### src/rtl/riscv_pkg.sv
// rtl/riscv_pkg.sv - shared RV32I pipeline constants and pipeline-register types
package riscv_pkg;

    localparam logic [31:0] RESET_PC   = 32'hBFC0_0000;
    localparam logic [31:0] IMEM_BASE  = 32'hBFC0_0000;
    localparam int unsigned IMEM_BYTES = 4096;
    localparam logic [31:0] NOP_INSTR  = 32'h0000_0013;

    typedef struct packed {
        logic [31:0] instr;
        logic [31:0] pc;
        logic [31:0] pc4;
        logic        valid;
        logic        fault;
    } if_id_t;

    // True when addr lies inside [base, base+bytes); the wrap of the subtraction
    // makes addresses below base compare as huge offsets.
    function automatic logic addr_in_window(input logic [31:0] addr,
                                            input logic [31:0] base,
                                            input logic [31:0] bytes);
        logic [31:0] offset;
        offset = addr - base;
        return offset < bytes;
    endfunction

endpackage

### src/rtl/if_id_reg.sv
// rtl/if_id_reg.sv - pipeline register with bubble insertion and hold
import riscv_pkg::*;

module if_id_reg #(
    parameter logic [31:0] BUBBLE_INSTR = NOP_INSTR
) (
    input  logic   clk,
    input  logic   rst_n,
    input  logic   hold,
    input  logic   bubble,
    input  logic   load,
    input  if_id_t next,
    output if_id_t q
);

    // A bubble keeps pc/pc4 so the stage still reports where the squashed slot sat.
    always_ff @(posedge clk) begin
        if (!rst_n) begin
            q.instr <= BUBBLE_INSTR;
            q.pc    <= '0;
            q.pc4   <= '0;
            q.valid <= 1'b0;
            q.fault <= 1'b0;
        end else if (bubble) begin
            q.instr <= BUBBLE_INSTR;
            q.valid <= 1'b0;
            q.fault <= 1'b0;
        end else if (!hold && load) begin
            q <= next;
        end
    end

endmodule

### src/rtl/fetch_stage.sv
// rtl/fetch_stage.sv - RV32I instruction fetch: PC, ROM window check, IF/ID capture
import riscv_pkg::*;

module fetch_stage #(
    parameter logic [31:0] RESET_PC   = riscv_pkg::RESET_PC,
    parameter logic [31:0] IMEM_BASE  = riscv_pkg::IMEM_BASE,
    parameter int unsigned IMEM_BYTES = riscv_pkg::IMEM_BYTES,
    parameter logic [31:0] NOP_INSTR  = riscv_pkg::NOP_INSTR
) (
    input  logic        clk,
    input  logic        rst_n,
    input  logic        stall_i,
    input  logic        flush_i,
    input  logic        redirect_i,
    input  logic [31:0] redirect_pc_i,
    output logic [31:0] imem_addr_o,
    input  logic [31:0] imem_rd_i,
    output logic [31:0] if_id_instr_o,
    output logic [31:0] if_id_pc_o,
    output logic [31:0] if_id_pc4_o,
    output logic        if_id_valid_o,
    output logic        if_id_fault_o,
    output logic        misalign_o,
    output logic [31:0] fetch_count_o
);

    localparam logic [31:0] WINDOW_BYTES = 32'(IMEM_BYTES);

    logic [31:0] pc_q;
    logic [31:0] pc_d;
    logic [31:0] pc_plus4;
    logic        in_window;
    logic        load;
    logic        bubble;
    logic        misalign_q;
    logic [31:0] count_q;
    if_id_t      fetch_next;
    if_id_t      if_id_q;

    assign pc_plus4  = pc_q + 32'd4;
    assign in_window = addr_in_window(pc_q, IMEM_BASE, WINDOW_BYTES);

    // Redirect wins over everything; a stall only freezes the PC when no redirect is pending.
    always_comb begin
        pc_d = pc_q;
        if (redirect_i) begin
            pc_d = {redirect_pc_i[31:2], 2'b00};
        end else if (!stall_i) begin
            pc_d = pc_plus4;
        end
    end

    assign bubble = redirect_i | flush_i;
    assign load   = !redirect_i && !stall_i && !flush_i;

    always_comb begin
        fetch_next.instr = in_window ? imem_rd_i : NOP_INSTR;
        fetch_next.pc    = pc_q;
        fetch_next.pc4   = pc_plus4;
        fetch_next.valid = 1'b1;
        fetch_next.fault = !in_window;
    end

    always_ff @(posedge clk) begin
        if (!rst_n) begin
            pc_q       <= RESET_PC;
            misalign_q <= 1'b0;
            count_q    <= '0;
        end else begin
            pc_q       <= pc_d;
            misalign_q <= redirect_i && (redirect_pc_i[1:0] != 2'b00);
            if (load) begin
                count_q <= count_q + 32'd1;
            end
        end
    end

    if_id_reg #(
        .BUBBLE_INSTR(NOP_INSTR)
    ) u_if_id (
        .clk    (clk),
        .rst_n  (rst_n),
        .hold   (stall_i),
        .bubble (bubble),
        .load   (load),
        .next   (fetch_next),
        .q      (if_id_q)
    );

    assign imem_addr_o   = pc_q;
    assign if_id_instr_o = if_id_q.instr;
    assign if_id_pc_o    = if_id_q.pc;
    assign if_id_pc4_o   = if_id_q.pc4;
    assign if_id_valid_o = if_id_q.valid;
    assign if_id_fault_o = if_id_q.fault;
    assign misalign_o    = misalign_q;
    assign fetch_count_o = count_q;

endmodule

### config.mk
export PLATFORM = sky130hd
export DESIGN_NAME = fetch_stage
export DESIGN_NICKNAME = d
export VERILOG_FILES = /design/src/rtl/riscv_pkg.sv /design/src/rtl/if_id_reg.sv /design/src/rtl/fetch_stage.sv
export SDC_FILE = /design/constraint.sdc
export NUM_CORES = 1
export LEC_CHECK = 0
export ABC_CLOCK_PERIOD_IN_PS = 4150
export CAP_MARGIN = 0
export CORE_UTILIZATION = 51
export DETAILED_ROUTE_END_ITERATION = 10
export PLACE_DENSITY = 0.87
export RECOVER_POWER = 100
export SKIP_CTS_REPAIR_TIMING = 1
export SLEW_MARGIN = 20
export SYNTH_ARGS = -nofsm -noshare
export SYNTH_HDL_FRONTEND = slang
export SYNTH_SLANG_ARGS = --single-unit
### constraint.sdc
create_clock -name clk -period 4.15 [get_ports clk]
set_clock_uncertainty 0.2 [all_clocks]
set_input_delay 0.83 -clock clk [delete_from_list [all_inputs] [get_ports clk]]
set_output_delay 0.83 -clock clk [all_outputs]
set_load 0.005 [all_outputs]
==> impl_metrics.toml <==
[synth]
yosysUniqueCellTypes = 55
synth_common_cells = "157 x dfxtp_1, 157 x nand2_1, 74 x o21ai_0, 64 x a21oi_1, 58 x clkbuf_1"
synth_ff_type = "dfxtp_1"
ys_seq_area_frac = 0.421
yosysWarnings = 0
avgSynthCellArea_um2 = 7.97
async_flop_share = 0
synth_top_area_cell = "dfxtp_1"
synth_area_leaders = "dfxtp_1 42%, nand2_1 7.9%, o21ai_0 5.0%, a21oi_1 4.3%, buf_4 3.7%"
synth_edf_count = 0
ys_ff_latch = 157
synth_top_area_share = 0.421
synth_area_um2 = 7470
syn-instance-count = 937

[detailed_routing]
drt-total-wl_mm = 23.5
drt_iter0_markers = 834
wl_per_cell_um = 18.5
first_pass_iters = 7
vias = 7771
drt-vias-per-instance = 6.11
ant_nets = 0
drc = 0

[power]
p_switching_mw = 0.843
p_per_area_nw_per_um2 = 368
leakage_nw = 3.72
peakVddDrop_mv = 0.258
power.share.clock = 0.474
switching_share = 0.227
p_int_mw = 2.87
share_seq_of_total_power = 0.439
combPwrFrac = 0.087

[clock_network]
htree_num_levels = 4
clockBufferDepth = 2
clk_pin_slew_worst_paths_ns = 0.06
cts_sinks = 157
cts_tree = "done"
cts_root_buffer = "clkbuf_16"
cts_inserted_buffers = 17
clkLatencyLatePin_ns = 0.42

[timing]
setup_viol = 0
fmax_mhz = 291
slew_headroom = 0.387
finalSetupTns_ns = 0
final-max-slew-violation-count = 0
min_period_ns = 3.44
timing.final.hold_violations = 0
period_share = 0.829
rsz0062_at_grt = "false"
worstMarginPinSlew_ns = 0.920

[global_routing]
grt_pass1_wl_mm = 35.9
antenna_found_initial = 0
busiest_layer = "met2"
overflow = 0
met3_usage = 0.0535
grt_max_degree = 62
grt_pass1_vias = 6942
grt_usage = 0.306
grtUsageMet1 = 0.400
grt_use_met2 = 0.470

[final_layout]
syn2layout_area_growth_pct = 34.9
n_antenna_cell = 0
fill_cells = 1105
multi_input_area_um2 = 3680
final_area_um2 = 10100
nets = 1149
drive_gt1_frac = 0.0449
regArea_um2 = 3140

[setup_path]
reg2reg_to = "imem_addr_o[25]"
reg2regPathDepth = 4
rrSetupSlack_ns = 1.35
cp_slowest_cell = "dlygate4sd3_1"
cp_max_fo = 35
path_buf_inv = 3
rr_startpoint = "imem_addr_o[4]"
cp-start-kind = "primary input"
required_ns = 4.23
path_delay_family = "buffers and inverters"
cpPeakStageDelay_ns = 0.78
critPathArrivalTime_ns = 3.52
crit_chain = "dlygate4sd3_1, nor3_1, clkbuf_2, nor2_1, buf_4, nand2_1, o21ai_0"
critical_path_class = "primary input to register"
end_kind = "register"

[floorplanning]
fp-row-count = 43
coreArea_um2 = 14100
start_util = 0.530
die_w_um = 123
pin_count = 232
die_area_um2 = 15100
die_h_um = 123

[run]
cap_viol_max_count = 0

[worst_hold_path]
whs_path_depth = 2
min_to = "u_if_id.q[95]"
worstHoldStart = "u_if_id.q[95]"
min_path_type = "register to register"

[place]
placed_area_um2 = 9430
gp_congestion = 0.965
dp_hpwl_mm = 16.1
io_buffers = 225

[status]
status = "finished, final reports clean"
==> per-stage QoR <==
step	cells	power, mW	hold WS (ns)	utilization	setup slack, ns
floorplan	942	1.82	0.242	-	1.56
global placement	1239	1.99	0.231	0.669	0.770
detailed placement	1239	2.00	0.236	0.669	0.679
CTS	1271	3.73	0.244	0.716	1.04
global route	1271	3.82	0.258	0.715	0.516
finish	1271	3.71	0.237	0.715	0.709
==> kinds of logic (layout without fill, tap and decap cells) <==
| logic type | Yosys count | in the layout | share of synthesized area |
|---|---|---|---|
| AOI/OAI and AO/OA | 220 | 220 | 0.175 |
| xor gates and xnor gates | 34 | 34 | 0.0399 |
| adders and majority gates | 2 | 2 | 0.00335 |
| buffers and inverters | 130 | 279 | 0.0895 |
| DFF | 157 | 157 | 0.421 |
| muxes | 9 | 9 | 0.0121 |
| other | 1 | 6 | 0.000502 |
| and+or+nand+nor | 384 | 384 | 0.259 |
==> flip-flops by register name, summed over array words and instances, names as in the netlist <==
signal / count
u_if_id.q: 94
misalign_o: 1
fetch_count_o: 32
imem_addr_o: 30
==> area by class of cell <==
type	count	area share
Tap cell	180	0.0224
Clock buffer	21	0.0447
Multi-Input combinational cell	655	0.365
Sequential cell	157	0.312
Timing Repair Buffer	238	0.231
Clock inverter	11	0.0212
Inverter	9	0.00335
==> worst max path at each step <==
stage / start / endpoint / slack (ns) / depth (start not counted)
3_5_place_dp: redirect_i / u_if_id.q[86] / 0.68 / 7
3_3_place_gp: redirect_i / u_if_id.q[25] / 0.77 / 5
4_1_cts: redirect_i / u_if_id.q[68] / 1.04 / 7
5_1_grt: redirect_i / u_if_id.q[29] / 0.52 / 6
2_1_floorplan: redirect_i / fetch_count_o[22] / 1.56 / 5
6_report: redirect_i / u_if_id.q[68] / 0.71 / 7
==> power by group through the flow <==
stage / clock network, mW / logic [mW] / registers (mW)
2_1_floorplan: 0 / 0.206 / 1.61
3_3_place_gp: 0 / 0.333 / 1.66
3_5_place_dp: 0 / 0.337 / 1.66
4_1_cts: 1.77 / 0.341 / 1.63
5_1_grt: 1.83 / 0.352 / 1.63
6_report: 1.76 / 0.324 / 1.63
==> per-layer routing <==
metal	vias to the layer above	part of all wire	wire length [um]
met2	446	0.46	10900
met5	-	0	0
met3	114	0.090	2120
met4	0	0.055	1290
li1	3576	-	-
met1	3635	0.39	9180
==> placed cells by master (no fill, tap or decap), types with 3 or more instances in the layout <==
master,count
bufinv_16,6
a21oi_1,64
dfxtp_1,157
inv_1,7
clkbuf_1,6
xor2_1,11
nand2_1,157
a311oi_1,5
buf_4,9
nor3_1,24
nor2_1,45
or4_1,24
dlygate4sd3_1,159
o311a_1,5
and3_1,6
clkdlybuf4s50_1,65
o31ai_1,15
nand4_1,25
xnor2_1,23
clkbuf_16,17
mux2i_1,9
a31oi_1,14
o211ai_1,5
nor4_1,18
o21ai_0,83
and4_1,8
a211oi_1,13
nand3_1,31
a221oi_1,3
nand2b_1,9
or3_1,22
conb_1,6
==> worst register-to-register path: cells and delay by family (launching register included) <==
kind | cells | cell delay [ns]
AND/OR/NAND/NOR | 2 | 1.28
AO/OA/AOI/OAI | 2 | 0.68
flip-flops | 1 | 0.53
Note: power is estimated with default switching activity, not from simulation.
